==> src/rtl/pc_redirect_ctrl_pkg.sv <==
// Shared definitions for the fetch-stage PC control slice.
//   pc_state_e        sequencer states (run, pending redirect, exception drain, vector write)
//   ResetPc           PC value the fetch PC register takes on reset
//   DefaultExcVector  default exception handler entry address
package pc_redirect_ctrl_pkg;

  typedef enum logic [1:0] {
    StRun   = 2'd0,
    StPend  = 2'd1,
    StDrain = 2'd2,
    StVec   = 2'd3
  } pc_state_e;

  localparam logic [31:0] ResetPc          = 32'h0000_3000;
  localparam logic [31:0] DefaultExcVector = 32'h0000_4180;

endpackage

==> src/rtl/pc_redirect_arb.sv <==
// Combinational priority encoder for next-PC redirect sources.
// Priority: exception > eret > taken branch > jump. The exception itself carries no
// target here (the vector is applied later by the sequencer), so it only masks the rest.
// Ports:
//   exc_i, eret_i, br_i, jmp_i   redirect requests
//   epc_i                        eret return address
//   br_target_i, jmp_target_i    branch / jump targets
//   any_redir_o                  a non-exception redirect wins this cycle
//   redir_tgt_o                  target of the winning redirect
module pc_redirect_arb
  import pc_redirect_ctrl_pkg::*;
(
  input  logic        exc_i,
  input  logic        eret_i,
  input  logic        br_i,
  input  logic        jmp_i,
  input  logic [31:0] epc_i,
  input  logic [31:0] br_target_i,
  input  logic [31:0] jmp_target_i,
  output logic        any_redir_o,
  output logic [31:0] redir_tgt_o
);

  always_comb begin
    any_redir_o = ~exc_i & (eret_i | br_i | jmp_i);
    if (eret_i) begin
      redir_tgt_o = epc_i;
    end else if (br_i) begin
      redir_tgt_o = br_target_i;
    end else begin
      redir_tgt_o = jmp_target_i;
    end
  end

endmodule

==> src/rtl/pc_redirect_ctrl.sv <==
// Fetch-stage PC sequencer. Arbitrates exception entry, ERET, taken branch and jump,
// merges them with load-use stalls, and drives the PC register controls plus the
// IF/ID and ID/EX flush lines. Holds EPC.
// Ports:
//   clk, ReSet_n           clock, async active-low reset
//   StallReq               load-use hazard: hold PC, bubble ID/EX
//   BrTaken, BrTarget      taken branch resolved in ID and its target
//   JmpReq, JmpTarget      jump in ID and its target
//   ExcReq, ExcPC          exception pulse and faulting PC
//   EretReq                eret in ID
//   PCWrite, PCSel, PCIn   PC update enable, select (1: PCIn, 0: PC+4), redirect target
//   FlushIFID, FlushIDEX   squash IF/ID, bubble ID/EX
//   EPC                    saved exception PC
module pc_redirect_ctrl
  import pc_redirect_ctrl_pkg::*;
#(
  parameter logic [31:0] EXC_VECTOR   = DefaultExcVector,
  parameter int unsigned DRAIN_CYCLES = 2
) (
  input  logic        clk,
  input  logic        ReSet_n,
  input  logic        StallReq,
  input  logic        BrTaken,
  input  logic [31:0] BrTarget,
  input  logic        JmpReq,
  input  logic [31:0] JmpTarget,
  input  logic        ExcReq,
  input  logic [31:0] ExcPC,
  input  logic        EretReq,
  output logic        PCWrite,
  output logic        PCSel,
  output logic [31:0] PCIn,
  output logic        FlushIFID,
  output logic        FlushIDEX,
  output logic [31:0] EPC
);

  localparam int unsigned CntW = $clog2(DRAIN_CYCLES + 1);

  pc_state_e   state_q, state_d;
  logic [31:0] pend_tgt_q, pend_tgt_d;
  logic [31:0] epc_q, epc_d;
  logic [CntW-1:0] cnt_q, cnt_d;

  logic        any_redir;
  logic [31:0] redir_tgt;

  logic        pc_write, pc_sel, flush_ifid, flush_idex;
  logic [31:0] pc_in;

  pc_redirect_arb u_arb (
    .exc_i        (ExcReq),
    .eret_i       (EretReq),
    .br_i         (BrTaken),
    .jmp_i        (JmpReq),
    .epc_i        (epc_q),
    .br_target_i  (BrTarget),
    .jmp_target_i (JmpTarget),
    .any_redir_o  (any_redir),
    .redir_tgt_o  (redir_tgt)
  );

  always_comb begin
    state_d    = state_q;
    pend_tgt_d = pend_tgt_q;
    epc_d      = epc_q;
    cnt_d      = cnt_q;
    pc_write   = 1'b0;
    pc_sel     = 1'b0;
    pc_in      = '0;
    flush_ifid = 1'b0;
    flush_idex = 1'b0;

    unique case (state_q)
      StRun, StPend: begin
        if (ExcReq) begin
          // Exception entry overrides stalls and discards any pending redirect.
          epc_d      = ExcPC;
          flush_ifid = 1'b1;
          flush_idex = 1'b1;
          cnt_d      = CntW'(DRAIN_CYCLES - 1);
          state_d    = (DRAIN_CYCLES > 1) ? StDrain : StVec;
        end else if (state_q == StPend) begin
          // ID is frozen, so any Br/Jmp/Eret seen here is a repeat and is ignored.
          if (StallReq) begin
            flush_idex = 1'b1;
          end else begin
            pc_write   = 1'b1;
            pc_sel     = 1'b1;
            pc_in      = pend_tgt_q;
            flush_ifid = 1'b1;
            state_d    = StRun;
          end
        end else if (any_redir) begin
          if (StallReq) begin
            flush_idex = 1'b1;
            pend_tgt_d = redir_tgt;
            state_d    = StPend;
          end else begin
            pc_write   = 1'b1;
            pc_sel     = 1'b1;
            pc_in      = redir_tgt;
            flush_ifid = 1'b1;
          end
        end else if (StallReq) begin
          flush_idex = 1'b1;
        end else begin
          pc_write = 1'b1;
        end
      end
      StDrain: begin
        flush_ifid = 1'b1;
        flush_idex = 1'b1;
        cnt_d      = cnt_q - CntW'(1);
        if (cnt_q == CntW'(1)) begin
          state_d = StVec;
        end
      end
      StVec: begin
        pc_write   = 1'b1;
        pc_sel     = 1'b1;
        pc_in      = EXC_VECTOR;
        flush_ifid = 1'b1;
        state_d    = StRun;
      end
      default: state_d = StRun;
    endcase
  end

  always_ff @(posedge clk or negedge ReSet_n) begin
    if (!ReSet_n) begin
      state_q    <= StRun;
      pend_tgt_q <= '0;
      epc_q      <= '0;
      cnt_q      <= '0;
    end else begin
      state_q    <= state_d;
      pend_tgt_q <= pend_tgt_d;
      epc_q      <= epc_d;
      cnt_q      <= cnt_d;
    end
  end

  // Outputs are held at their reset values while reset is asserted, independent of the clock.
  assign PCWrite   = ReSet_n & pc_write;
  assign PCSel     = ReSet_n & pc_sel;
  assign PCIn      = ReSet_n ? pc_in : 32'h0;
  assign FlushIFID = ReSet_n & flush_ifid;
  assign FlushIDEX = ReSet_n & flush_idex;
  assign EPC       = epc_q;

endmodule

==> config.mk <==
export PLATFORM = sky130hd
export DESIGN_NAME = pc_redirect_ctrl
export DESIGN_NICKNAME = d
export VERILOG_FILES = /design/src/rtl/pc_redirect_ctrl_pkg.sv /design/src/rtl/pc_redirect_arb.sv /design/src/rtl/pc_redirect_ctrl.sv
export SDC_FILE = /design/constraint.sdc
export NUM_CORES = 1
export LEC_CHECK = 0
export CAP_MARGIN = 20
export CORE_ASPECT_RATIO = 0.7
export CORE_MARGIN = 4
export CORE_UTILIZATION = 25
export CTS_CLUSTER_SIZE = 20
export DETAILED_ROUTE_END_ITERATION = 10
export PLACE_DENSITY = 0.57
export SLEW_MARGIN = 20
export SYNTH_ARGS = -nofsm -noshare
export SYNTH_HDL_FRONTEND = slang
export SYNTH_SLANG_ARGS = --single-unit
==> constraint.sdc <==
create_clock -name clk -period 1.8 [get_ports clk]
set_input_delay 0.36 -clock clk [delete_from_list [all_inputs] [get_ports clk]]
set_output_delay 0.36 -clock clk [all_outputs]
set_load 0.01 [all_outputs]
Word-level counts from Yosys, hierarchy flattened
Index checks and enable logic that the tools add are counted.
{"block": "totals", "reg_bits": 68, "in_bits": 103, "out_inout_bits": 68, "word_cells": 61}
{"block": "classes", "add_sub_neg": 1, "n_eq_ne": 9, "n_mux": 30, "n_bitwise": 9, "reduce_logical": 8}
{"op": "32-bit two-way mux", "n": 8}
{"op": "32-bit one-hot mux with 2 select lines", "n": 1}
{"op": "2-bit two-way mux", "n": 7}
{"op": "4-bit != test (second input constant)", "n": 3}
{"op": "1-bit two-way mux", "n": 8}
{"op": "1-bit one-hot mux with 2 select lines", "n": 4}
{"op": "2-bit one-hot mux with 3 select lines", "n": 1}
{"op": "1-bit bitwise AND", "n": 5}
{"op": "5-bit AND reduction", "n": 1}
{"op": "2-bit by 1-bit == test with 1-bit output (second input constant)", "n": 2}
{"op": "2-bit == test (second input constant)", "n": 2}
{"op": "2-bit != test (second input constant)", "n": 2}
{"op": "2-bit one-hot mux with 2 select lines", "n": 1}
{"op": "2-bit AND reduction", "n": 2}
{"op": "4-bit AND reduction", "n": 1}
{"op": "2-bit OR reduction", "n": 2}
{"op": "2-bit zero test", "n": 1}
{"op": "1-bit NOT", "n": 2}
{"op": "1-bit OR", "n": 2}
{"op": "2-bit nonzero test", "n": 1}
{"op": "2-bit by 1-bit subtractor with 2-bit output (second input constant)", "n": 1}

Depth between registers and ports, before layout
{"block": "depth", "depth_word": 8, "ltp_mapped": 6}

Cells and area by module
From an unflattened synthesis, not the netlist that was laid out.
{"block": "hier_totals", "cells_unflattened": 357, "hier_area_um2": 4001.3}
{"module": "pc_redirect_ctrl", "n_inst": 1, "cells_each": 248, "area_per_inst_um2": 3286.9}
{"module": "pc_redirect_arb", "n_inst": 1, "cells_each": 109, "area_per_inst_um2": 714.4}

Worst setup path before layout
OpenSTA, ideal clock, no wires.
{"block": "synth_path", "path_type": "input-to-output", "start": "in BrTaken", "end": "out PCIn[0]", "arrival_ns": 1.342, "required_ns": 1.440, "slack_ns": 0.098, "path_stages": 5, "path_buffers": 2, "cell_sequence": "buf_2 -> buf_2 -> mux2_2 -> mux2i_1 -> o2bb2ai_1"}
{"block": "synth_via", "elab_chain_len": 8, "word_cells_on_any_way": 11, "classes_between": "mux (8); bitwise (3)"}
{"element": "start, declared", "line": "pc_redirect_ctrl.sv:23", "rtl": "input logic BrTaken,"}
{"element": "32-bit two-way mux / 1-bit OR (equally long branches)", "line": "pc_redirect_arb.sv:28, pc_redirect_arb.sv:25"}
{"element": "32-bit two-way mux / 1-bit OR (equally long branches)", "line": "pc_redirect_arb.sv:26, pc_redirect_arb.sv:25"}
{"element": "32-bit two-way mux / 1-bit bitwise AND (equally long branches)", "line": "pc_redirect_ctrl.sv:95, pc_redirect_arb.sv:25"}
{"element": "32-bit two-way mux *", "line": "pc_redirect_ctrl.sv:94", "rtl": "end else if (any_redir) begin"}
{"element": "32-bit two-way mux *", "line": "pc_redirect_ctrl.sv:83", "rtl": "end else if (state_q == StPend) begin"}
{"element": "32-bit two-way mux *", "line": "pc_redirect_ctrl.sv:76", "rtl": "if (ExcReq) begin"}
{"element": "32-bit one-hot mux with 2 select lines *", "line": "pc_redirect_ctrl.sv:74", "rtl": "unique case (state_q)"}
{"element": "32-bit two-way mux *", "line": "pc_redirect_ctrl.sv:147", "rtl": "assign PCIn = ReSet_n ? pc_in : 32'h0;"}
{"element": "end, declared", "line": "pc_redirect_ctrl.sv:32", "rtl": "output logic [31:0] PCIn,"}
Mark *: on every way between the ends. The rest lies on a longest branch, timed or not.

Worst setup path in the final report
{"block": "layout_path", "start": "reg state_q[1]", "end": "out PCIn[18]"}
{"block": "layout_via", "elab_chain_len": 5, "word_cells_on_any_way": 8, "classes_between": "eq/ne (2); mux (4); reduce/logical (2)"}
{"element": "start, declared", "line": "pc_redirect_ctrl.sv:40", "rtl": "pc_state_e state_q, state_d;"}
{"element": "start signal, assigned", "line": "pc_redirect_ctrl.sv:132", "rtl": "state_q <= StRun;"}
{"element": "start signal, assigned", "line": "pc_redirect_ctrl.sv:137", "rtl": "state_q <= state_d;"}
{"element": "2-bit by 1-bit == test with 1-bit output", "line": "pc_redirect_ctrl.sv:74, pc_redirect_ctrl.sv:83"}
{"element": "32-bit two-way mux", "line": "pc_redirect_ctrl.sv:83"}
{"element": "32-bit two-way mux", "line": "pc_redirect_ctrl.sv:76"}
{"element": "32-bit one-hot mux with 2 select lines *", "line": "pc_redirect_ctrl.sv:74"}
{"element": "32-bit two-way mux *", "line": "pc_redirect_ctrl.sv:147"}
Marked as above.

==> impl_metrics.tcl <==
set metrics [dict create \
    clock-skew-final_ns 0.00769 \
    place_hpwl_mm 9.33 \
    p_leak_nw 2.94 \
    path_common_cell "buf_6" \
    placed_area_um2 6120 \
    ys_top_cells_by_count "dfrtp_1 (68), mux2i_1 (64), mux2_2 (62)" \
    period_minus_slack_ns 2.12 \
    clkPwrFrac_pct 19.3 \
    drive_gt1_share_pct 41.6 \
    die_h_um 112 \
    hold_class "input port to asynchronous set/reset pin" \
    core.rowCount 37 \
    grt_pass1_wl_mm 20.9 \
    root_buffer "clkbuf_16" \
    worstSetupStartpointType "flip-flop" \
    synth-edff-count 0 \
    crit_path_top_delay_cell "dfrtp_1" \
    cp_slowest_stage_delay_ns 0.40 \
    final_nets 650 \
    track_usage_pct 15.2 \
    worst_slack_ns -0.319 \
    syn-instance-count 317 \
    powerDensity_nw_per_um2 1210 \
    ys_warn_count 0 \
    wirelength_mm 13.4 \
    final_util_pct 45.7 \
    crit_chain "buf_6 -> nor2_4 -> nand4b_1 -> buf_6 -> buf_12 -> buf_6 -> o2bb2ai_2 -> buf_2" \
    clock_path_buffers 2 \
    synth_largest_area_cell "dfrtp_1" \
    antenna_cells 0 \
    cts_tree "done" \
    grt_max_degree 34 \
    viasPerCell 4.53 \
    ys_types 28 \
    post_synth.cell_area_avg_um2 12.1 \
    drv_slew 0 \
    vias 3378 \
    core_um2 14900 \
    die-area_um2 17400 \
    yosysSeqAreaShare_pct 44.4 \
    endpoint_kind "output port" \
    slew-limit-headroom_pct 70.8 \
    status "finished, violations left" \
    syn_area_um2 3830 \
    violations "negative setup slack" \
    cts_sinks 68 \
    drv_cap 0 \
    intPower_w 0.00539 \
    fmax_mhz 472 \
    final_cell_area_um2 6790 \
    num-fill-cells 1350 \
    clk_pin_slew_worst_paths_ns 0.06 \
    route.detailed.drc 0 \
    ys_seq_elements 68 \
    peakVddDrop_mv 0.493 \
    drt_first_pass_iters 4 \
    min_period_over_period_pct 118 \
    combPwrFrac_pct 44.7 \
    p_seq_share_pct 36.0 \
    yosys-top-cells-area "dfrtp_1 (44%), mux2_2 (18%), mux2i_1 (17%)" \
    syn2layout_area_growth_pct 77.0 \
    clock_latency_ns 0.33 \
    yosysMostFrequentCell "dfrtp_1" \
    port_buffers 170 \
    numCtsBuffers 9 \
    gp_routability_congestion 0.767 \
    critical_path.max_fanout 7 \
    ys.flop_type "dfrtp_1" \
    wl_per_cell_um 18.0 \
    switchingPower_w 0.00280 \
    syn_nets 421 \
    htree_levels 3 \
    antenna_left 0 \
    fin_tns_setup_ns -9.02 \
    async_reset_ff_share_pct 100 \
    crit_type "flip-flop to output port" \
    grt_pass1_vias 3734 \
    swShare_pct 34.2 \
    rsz0062_at_grt "yes" \
    r2r_slack_ns 0.09 \
    die_w_um 156 \
    drt_iter0_markers 92 \
    antenna_found_initial 0 \
    critical_path_required_ns 1.44 \
    post-place-ws_ns -0.794 \
    synth_top_area_share_pct 44.4 \
    finalHoldViolCount 0 \
    cp_data_arrival_time_ns 1.76 \
    io_pins 171 \
    worst_slew_pin_slew_ns 0.438 \
    initial_utilization_pct 25.8 \
    setup_violations 35 \
    grt-ovfl-total 0 \
]
-- layer usage --
metal / vias up / share of wire, % / GRT usage, % / routed length, um
met5: - / 0 / 0 / 0
met4: 0 / 1.4 / 3.91 / 182
met3: 15 / 7.0 / 4.47 / 935
met2: 118 / 45 / 23.7 / 6010
met1: 1657 / 47 / 20.8 / 6290
li1: 1588 / - / - / -
-- worst paths after layout --
check / startpoint / end / depth (start not counted)
worst max register to register: state_q[1] / pend_tgt_q[19] / 8
min in group clk: EPC[11] / EPC[11] / 1
worst min-delay path: ReSet_n / EPC[7] / 3
worst min register to register: EPC[11] / EPC[11] / 1
max in group asynchronous: ReSet_n / state_q[0] / 3
worst max-delay path: state_q[1] / PCIn[18] / 8
-- state kept, by name, indices dropped and copies added, names as in the netlist --
| name | cells |
|---|---|
| EPC | 32 |
| pend_tgt_q | 32 |
| cnt_q | 2 |
| state_q | 2 |
-- stage by stage --
stage / power, W / instances / hold WS, ns
2_1_floorplan: 0.00432 / 317 / 0.0644
3_3_place_gp: 0.00630 / 716 / 0.324
3_5_place_dp: 0.00634 / 716 / 0.322
4_1_cts: 0.00819 / 743 / 0.112
5_1_grt: 0.00873 / 745 / 0.133
6_report: 0.00819 / 745 / 0.129
-- power groups by stage --
stage / clock network (W) / logic [W] / registers (W)
floorplan: 0 / 0.00142 / 0.00290
global placement: 0 / 0.00342 / 0.00288
detailed placement: 0 / 0.00347 / 0.00287
CTS: 0.00164 / 0.00365 / 0.00291
global route: 0.00169 / 0.00397 / 0.00306
finish: 0.00158 / 0.00367 / 0.00295
-- area by class of cell --
cell class / count / area [um2] / share of cell area, %
sequential: 68 / 1700 / 25.1
timing repair buffer: 242 / 2280 / 33.6
tap: 195 / 244 / 3.59
inverter: 33 / 124 / 1.82
clock buffer: 10 / 229 / 3.37
multi-input combinational: 192 / 2180 / 32.1
clock inverter: 5 / 30.0 / 0.442
-- cell usage in the layout, fill, tap and decap left out, types with 3 or more instances in the layout --
master / n
a21oi_1: 5
clkbuf_16: 9
dlygate4sd2_1: 3
buf_2: 31
clkdlybuf4s50_1: 128
buf_6: 15
buf_12: 8
dfrtp_1: 68
buf_16: 3
mux2i_1: 63
nand2_1: 4
o2bb2ai_2: 23
buf_4: 53
clkinv_2: 3
inv_1: 33
mux2_2: 62
o2bb2ai_4: 5
-- kinds of logic (layout without fill, tap and decap cells) --
| kind of cell | after synthesis | count (layout) | share of synthesized area [%] |
|---|---|---|---|
| muxes | 128 | 128 | 35.5 |
| DFF | 68 | 68 | 44.4 |
| buffers and inverters | 57 | 290 | 7.86 |
| AOI/OAI and AO/OA | 42 | 42 | 8.58 |
| and+or+nand+nor | 20 | 20 | 3.13 |
| adders and majority gates | 1 | 1 | 0.326 |
| xor gates and xnor gates | 1 | 1 | 0.228 |
-- critical path: cells and delay by family (launching register included) --
family	cells	cell delay, ns
buffers and inverters	5	0.69
AND/OR/NAND/NOR	2	0.24
flip-flops	1	0.40
AO/OA/AOI/OAI	1	0.10
-- repair_timing --
item	CTS	global route
resized for setup	199	24
setup buffers	6	3
gates cloned	5	0
endpoints found under the setup margin	63	49
endpoints found under the hold margin	4	0
hold buffers	1	0
pin swaps	11	5
Power figures use the tool's default switching activity.
